### src/rtl/sensor_defs.sv
// Shared sensor definitions: event codes, presence-filter FSM states and counter sizing helper.
package sensor_defs;

   localparam int unsigned MS_PER_SEC = 1000;

   localparam logic [1:0] EVT_NONE = 2'b00;
   localparam logic [1:0] EVT_PET  = 2'b01;
   localparam logic [1:0] EVT_HOLD = 2'b10;

   typedef enum logic [2:0] {
      StIdle     = 3'd0,
      StArm      = 3'd1,
      StPresent  = 3'd2,
      StRelease  = 3'd3,
      StCooldown = 3'd4
   } filt_state_e;

   // Width of a counter that must hold 0..max_val inclusive (at least one bit).
   function automatic int unsigned cnt_width(input int unsigned max_val);
      return (max_val < 1) ? 1 : $clog2(max_val + 1);
   endfunction

endpackage

### src/rtl/ms_tick_gen.sv
// Free-running millisecond prescaler: one-cycle tick every CLK_FREQ/1000 clocks.
module ms_tick_gen
   import sensor_defs::*;
#(
   parameter int unsigned CLK_FREQ = 50_000_000
) (
   input  logic clk,
   input  logic rst,
   output logic tick
);

   localparam int unsigned Period = CLK_FREQ / MS_PER_SEC;
   localparam int unsigned CntW   = cnt_width(Period - 1);

   logic [CntW-1:0] cnt_q;

   assign tick = (cnt_q == CntW'(Period - 1));

   always_ff @(posedge clk) begin
      if (rst) begin
         cnt_q <= '0;
      end else if (tick) begin
         cnt_q <= '0;
      end else begin
         cnt_q <= cnt_q + CntW'(1);
      end
   end

endmodule

### src/rtl/presence_event_filter.sv
// Debounces the ultrasound presence level, times each visit and posts PET/HOLD events
// over a valid/ack handshake.
module presence_event_filter
   import sensor_defs::*;
#(
   parameter int unsigned CLK_FREQ    = 50_000_000,
   parameter int unsigned DEBOUNCE_MS = 20,
   parameter int unsigned PET_MAX_MS  = 1000,
   parameter int unsigned HOLD_MS     = 3000,
   parameter int unsigned COOLDOWN_MS = 500
) (
   input  logic       clk,
   input  logic       rst,
   input  logic       object_detected,
   input  logic       evt_ack,
   output logic       present,
   output logic       evt_valid,
   output logic [1:0] evt_code,
   output logic       evt_overrun
);

   localparam int unsigned DebW = cnt_width(DEBOUNCE_MS);
   localparam int unsigned DurW = cnt_width(HOLD_MS);
   localparam int unsigned CdW  = cnt_width(COOLDOWN_MS);

   logic            ms_tick;
   logic            sync_q, det_s_q;
   filt_state_e     state_q, state_d;
   logic [DebW-1:0] deb_q, deb_d;
   logic [DurW-1:0] dur_q, dur_d;
   logic [CdW-1:0]  cd_q, cd_d;
   logic            hold_done_q, hold_done_d;
   logic            present_q, present_d;
   logic            evt_valid_q, evt_valid_d;
   logic [1:0]      evt_code_q, evt_code_d;
   logic            overrun_q, overrun_d;
   logic            post;
   logic [1:0]      post_code;
   logic            deb_done, dur_sat;

   ms_tick_gen #(
      .CLK_FREQ(CLK_FREQ)
   ) u_ms_tick (
      .clk (clk),
      .rst (rst),
      .tick(ms_tick)
   );

   assign deb_done = (deb_q == DebW'(DEBOUNCE_MS));
   assign dur_sat  = (dur_q == DurW'(HOLD_MS));

   always_comb begin
      state_d     = state_q;
      deb_d       = deb_q;
      dur_d       = dur_q;
      cd_d        = cd_q;
      hold_done_d = hold_done_q;
      present_d   = present_q;
      post        = 1'b0;
      post_code   = EVT_NONE;

      unique case (state_q)
         StIdle: begin
            if (det_s_q) begin
               state_d = StArm;
               deb_d   = '0;
            end
         end
         StArm: begin
            if (!det_s_q) begin
               state_d = StIdle;
            end else if (deb_done) begin
               state_d     = StPresent;
               present_d   = 1'b1;
               dur_d       = '0;
               hold_done_d = 1'b0;
            end else if (ms_tick) begin
               deb_d = deb_q + DebW'(1);
            end
         end
         StPresent: begin
            if (ms_tick && !dur_sat) dur_d = dur_q + DurW'(1);
            if (dur_sat && !hold_done_q) begin
               post        = 1'b1;
               post_code   = EVT_HOLD;
               hold_done_d = 1'b1;
            end
            if (!det_s_q) begin
               state_d = StRelease;
               deb_d   = '0;
            end
         end
         StRelease: begin
            // Visit time keeps running here so a short dropout does not restart the visit.
            if (ms_tick && !dur_sat) dur_d = dur_q + DurW'(1);
            if (det_s_q) begin
               state_d = StPresent;
            end else if (deb_done) begin
               state_d   = StCooldown;
               present_d = 1'b0;
               cd_d      = '0;
               if ((32'(dur_q) < PET_MAX_MS) && !hold_done_q) begin
                  post      = 1'b1;
                  post_code = EVT_PET;
               end
            end else if (ms_tick) begin
               deb_d = deb_q + DebW'(1);
            end
         end
         StCooldown: begin
            if (cd_q == CdW'(COOLDOWN_MS)) begin
               state_d = StIdle;
            end else if (ms_tick) begin
               cd_d = cd_q + CdW'(1);
            end
         end
         default: state_d = StIdle;
      endcase
   end

   // Event register: a post while an unacked event is pending is dropped and flagged.
   always_comb begin
      evt_valid_d = evt_valid_q;
      evt_code_d  = evt_code_q;
      overrun_d   = 1'b0;
      if (post) begin
         if (evt_valid_q && !evt_ack) begin
            overrun_d = 1'b1;
         end else begin
            evt_valid_d = 1'b1;
            evt_code_d  = post_code;
         end
      end else if (evt_valid_q && evt_ack) begin
         evt_valid_d = 1'b0;
         evt_code_d  = EVT_NONE;
      end
   end

   always_ff @(posedge clk) begin
      if (rst) begin
         sync_q      <= 1'b0;
         det_s_q     <= 1'b0;
         state_q     <= StIdle;
         deb_q       <= '0;
         dur_q       <= '0;
         cd_q        <= '0;
         hold_done_q <= 1'b0;
         present_q   <= 1'b0;
         evt_valid_q <= 1'b0;
         evt_code_q  <= EVT_NONE;
         overrun_q   <= 1'b0;
      end else begin
         sync_q      <= object_detected;
         det_s_q     <= sync_q;
         state_q     <= state_d;
         deb_q       <= deb_d;
         dur_q       <= dur_d;
         cd_q        <= cd_d;
         hold_done_q <= hold_done_d;
         present_q   <= present_d;
         evt_valid_q <= evt_valid_d;
         evt_code_q  <= evt_code_d;
         overrun_q   <= overrun_d;
      end
   end

   assign present     = present_q;
   assign evt_valid   = evt_valid_q;
   assign evt_code    = evt_code_q;
   assign evt_overrun = overrun_q;

endmodule
### config.mk
export PLATFORM = sky130hd
export DESIGN_NAME = presence_event_filter
export DESIGN_NICKNAME = d
export VERILOG_FILES = /design/src/rtl/sensor_defs.sv /design/src/rtl/ms_tick_gen.sv /design/src/rtl/presence_event_filter.sv
export SDC_FILE = /design/constraint.sdc
export NUM_CORES = 1
export LEC_CHECK = 0
export CELL_PAD_IN_SITES_DETAIL_PLACEMENT = 1
export CELL_PAD_IN_SITES_GLOBAL_PLACEMENT = 1
export CORE_MARGIN = 1
export CORE_UTILIZATION = 33
export DETAILED_ROUTE_END_ITERATION = 10
export PLACE_DENSITY = 0.63
export REMOVE_ABC_BUFFERS = 1
export SETUP_SLACK_MARGIN = 0.3
export SLEW_MARGIN = 20
export SYNTH_ARGS = -nofsm -noshare
export SYNTH_HDL_FRONTEND = slang
export SYNTH_SLANG_ARGS = --single-unit
### constraint.sdc
create_clock -name clk -period 2.01 [get_ports clk]
set_input_delay 0.3015 -clock clk [delete_from_list [all_inputs] [get_ports clk]]
set_output_delay 0.3015 -clock clk [all_outputs]
set_load 0.01 [all_outputs]
After elaboration in Yosys (flattened, before gate mapping) --
Index checks and enable logic that the tools add are counted.
Storage, ports and cells: input port bits 4, output and inout bits 5, flip-flop bits (word level) 53, word-level logic and storage cells 114
Operators by class: eq/ne operators 22, order comparisons 1, muxes and demuxes 49, bitwise logic cells 1, add/sub/neg operators 4, reduce and logical (&&, ||, !) cells 25
Operators with widths (number):
- $mux W12 | 3
- $mux W9 | 4
- $mux W5 | 6
- $pmux W12 S2 | 1
- $ne A2 B2 Y1 const B | 11
- $mux W3 | 7
- $pmux W5 S4 | 1
- $reduce_and A5 Y1 | 4
- $pmux W9 S2 | 1
- $mux W1 | 17
- $add A16 B1 Y16 const B | 1
- $eq A16 B16 Y1 const B | 1
- $pmux W3 S5 | 1
- $add A12 B1 Y12 const B | 1
- $eq A12 B12 Y1 const B | 1
- $lt A12 B10 Y1 const B | 1
- $reduce_bool A2 Y1 | 5
- $add A9 B1 Y9 const B | 1
- $eq A9 B9 Y1 const B | 1
- $mux W2 | 4
- $reduce_and A4 Y1 | 2
- $eq A3 B2 Y1 const B | 2
- $ne A3 B3 Y1 const B | 2
- $pmux W1 S2 | 3
- other kinds (13) | 21

Depth between registers and ports, before layout --
depth after elaboration 8, mapped depth 9, depth with buffers taken out 7

Cells and area by module --
Synthesis repeated with hierarchy kept, for this count alone.
Unflattened totals: cell total of the unflattened synthesis 310, area total of the unflattened synthesis 2742.6 µm²
Modules (own cells, without submodules):
- presence_event_filter | area an instance 2031.9 µm², instances 1, sequential area each 740.7 µm², cells each 229
- ms_tick_gen | area an instance 710.7 µm², instances 1, sequential area each 320.3 µm², cells each 81

Worst setup path before layout --
Ideal clock, no wire load.
path type reg2reg, from register deb_q[0], to register cd_q[6], data required time 1.940 ns, stages on the path, launching flop included 8, path buffers 0, setup time 0.070 ns, arrival time 2.116 ns, setup slack -0.176 ns, period minus slack after synthesis 2.186 ns, cell sequence dfxtp_1 > inv_1 > ha_1 > nand4b_4 > or4b_4 > a22o_1 > or4_1 > a21oi_1
On the way: longest elaborated chain between the ends 3
RTL lines:
- start: declaration | line presence_event_filter.sv:29 | logic [DebW-1:0] deb_q, deb_d;
- start signal: assignment | line presence_event_filter.sv:144 | deb_q <= '0;
- start signal: assignment | line presence_event_filter.sv:156 | deb_q <= deb_d;
- $eq A5 B5 Y1 | line presence_event_filter.sv:49 | assign deb_done = (deb_q == DebW'(DEBOUNCE_MS));
- $ne A2 B2 Y1 (no line)
- $reduce_and A5 Y1 (no line)
- end signal: assignment | line presence_event_filter.sv:146 | cd_q <= '0;
- end signal: assignment | line presence_event_filter.sv:158 | cd_q <= cd_d;
- end: declaration | line presence_event_filter.sv:31 | logic [CdW-1:0] cd_q, cd_d;
No other way between the ends. A chain may end at the register's enable or synchronous reset.

Final worst setup path --
from register deb_q[1], to register cd_q[8]
The elaborated chain is that of the path after synthesis.

==> results.yml <==
cells_and_area:
  antenna_cells_inserted: 0
  num-nets-final: 380
  layout-drive-gt1-share: 0.359
  mostFrequentLayoutCells: "sky130_fd_sc_hd__buf_4, sky130_fd_sc_hd__dfxtp_1, sky130_fd_sc_hd__nor2_1"
  num-fill-cells: 853
  final_core_utilization: 0.496
  area_growth_pct: 42.4
  layout.cells.most_common: "sky130_fd_sc_hd__buf_4"
clock_tree:
  clock_tree_from_tritoncts: "built"
  cts_buffers: 5
  total_number_of_clock_tree_sinks: 53
  max-clock-path-buffers: 2
  clkLatencyLatePin_ps: 310
  cts_hold_buf: 0
  root_buffer: "sky130_fd_sc_hd__clkbuf_8"
  cts-htree-levels: 2
  cts.clk_slew.worst_paths_ps: 100
route:
  wl_per_cell_um: 16.1
  drt_pass1_iterations: 4
  drt-initial-drc-count: 53
  drtAntennaViolNets: 0
  via_count: 2487
  drc_violation_count_after_routing: 0
  routed_via_density: 5.30
  route.final.wire_length_um: 7550
worst_setup_path:
  cp_cell_sequence: "inv_2 -> ha_4 -> nand4b_4 -> or4b_4 -> a22o_4 -> or4_1 -> a21oi_1"
  critPathBufInv: 1
  critical_path_class: "flip-flop to flip-flop"
  kind_of_launch_point_of_the_worst_setup_path: "flip-flop"
  crit_slowest_cell: "sky130_fd_sc_hd__or4b_4"
  path_delay_family: "simple AND/OR/NAND/NOR gates"
  worstSetupEndpointType: "flip-flop"
  timing.critical_path.fanout_max: 5
  cpPeakStageDelay_ps: 520
  arrival_ps: 2350
  crit_required_ps: 2250
global_routing:
  grt_pass1_wl_um: 12500
  track_usage: 0.189
  grt_max_degree: 24
  grt.overflow.total: 0
  initial_antenna_violation_count: 0
  grt_pass1_vias: 2607
synthesis:
  ys.warnings.count: 0
  ys_async_sr_fraction: 0
  post_synth_instance_area_mm2: 0.00257
  yosysSeqAreaShare: 0.413
  synth.distinct_cells: 45
  synth_area_leaders: "sky130_fd_sc_hd__dfxtp_1, sky130_fd_sc_hd__a21oi_1, sky130_fd_sc_hd__nor2_1"
  yosysTopAreaCellShare: 0.413
  synth_enable_flop_cells: 0
  synthCells: 302
  synthesis.area_per_instance_um2: 8.50
  yosys.area.top_type: "sky130_fd_sc_hd__dfxtp_1"
  postSynthRegisterBits: 53
  ys.flop_type: "sky130_fd_sc_hd__dfxtp_1"
floorplanning:
  die_width_um: 90.2
  std_cell_rows: 31
  ios: 9
  coreArea_mm2: 0.00737
  die_area_mm2: 0.00814
  chipHeight_um: 90.2
  initial_utilization: 0.348
timing:
  worst_slack_ps: -94.8
  rsz0062_at_grt: "yes"
  final_hold_viol_count: 0
  relSlewSlack: 0.717
  fin_crit_ps: 2100
  timing.final.setup_violations: 4
  timing_worst_slew_pin_value_ps: 423
  timing.fmax_mhz: 475
  final_max_slew_viol_count: 0
  final_worst_path_cycle_share: 1.05
  finalClockSkew_ps: 6.57
  worst_hold_slack_ps: 472
run:
  drv_cap: 0
power:
  total_leakage_power_nw: 1.40
  vdd_drop_max_mv: 0.222
  powerDensity_mw_per_mm2: 552
placement:
  worst_setup_slack_post_dpl_ps: -265
  global_placer_s_final_weighted_congestion: 0.752
  place.detailed.hpwl_um: 4660
  port-buffer-count: 8
run_status:
  run_status: "finished with violations"
  failing_checks: "negative setup slack"
min_path:
  worstHoldPathType: "flip-flop to flip-flop"
[path summary, 6_finish.rpt]
path / depth (start not counted) / slack, ps / endpoint / start
max: 7 / -90 / cd_q[8] / deb_q[1]
min: 1 / 470 / det_s_q / sync_q
max reg2reg: 7 / -90 / cd_q[8] / deb_q[1]
min reg2reg: 1 / 470 / det_s_q / sync_q
[cell type report]
| type | instances | area [um2] | area share |
|---|---|---|---|
| inverter | 12 | 45.0 | 0.0123 |
| clock inverter | 3 | 65.1 | 0.0178 |
| timing repair buffer | 71 | 613 | 0.168 |
| tap | 99 | 124 | 0.0339 |
| multi-input combinational | 226 | 1670 | 0.456 |
| clock buffer | 5 | 68.8 | 0.0188 |
| sequential | 53 | 1070 | 0.293 |
[Yosys cell counts (all sizes together), types with 3 or more instances]
master,n
a21oi,29
a22oi,3
a31oi,3
and3,8
and4,5
buf,5
clkbuf,7
dfxtp,53
ha,7
inv,12
mux2i,3
nand2,21
nand3,15
nand4,10
nor2,26
nor3,7
nor3b,3
nor4bb,3
o21ai,15
o31ai,3
o32ai,3
or2,4
or3,14
or4,6
xnor2,5
xor2,10
[timing repair]
item                       CTS  global route
gates cloned                 3             1
gates resized for setup     49            30
buffers inserted             9             6
setup endpoints to repair   30            46
pin swaps                   37             7
[through the flow]
step / area [um2] / instances / TNS, ps / power (mW)
final: 3660 / 469 / -270 / 2.02
after global routing: 3660 / 469 / -674 / 2.08
after CTS: 3480 / 462 / -463 / 2.03
after detailed placement: 3060 / 442 / -1630 / 1.16
after global placement: 3060 / 442 / -1130 / 1.16
after floorplan: 2520 / 290 / -1640 / 1.12
[kinds of logic after synthesis]
| family | count (synthesis) | share of synthesized area |
|---|---|---|
| simple gates | 135 | 0.302 |
| compound gates | 65 | 0.151 |
| flops | 53 | 0.413 |
| buf+inv | 24 | 0.0375 |
| xor+xnor | 15 | 0.0512 |
| fa+ha+maj | 7 | 0.0341 |
| mux | 3 | 0.0117 |
[metal layers]
layer | share of wire | routed length [um] | GRT usage | vias up
met4 | 0.015 | 114 | 0.0470 | 0
met3 | 0.017 | 130 | 0.0296 | 11
met5 | 0 | 0 | 0 | -
met2 | 0.55 | 4130 | 0.352 | 21
met1 | 0.42 | 3170 | 0.224 | 1216
li1 | - | - | - | 1239
[power breakdown]
| group | switching [mW] | leakage (nW) | internal, mW |
|---|---|---|---|
| Clock | 0.374 | 0.0681 | 0.495 |
| Sequential | 0.00746 | 0.433 | 1.06 |
| Combinational | 0.0438 | 0.904 | 0.0382 |
[flip-flops by register name, summed over array words and instances (netlist names)]
signal	cells
u_ms_tick.cnt_q	16
present	1
deb_q	5
sync_q	1
evt_valid	1
cd_q	9
det_s_q	1
state_q	3
evt_overrun	1
evt_code	2
hold_done_q	1
dur_q	12
Note: power is estimated with default switching activity, not from simulation.
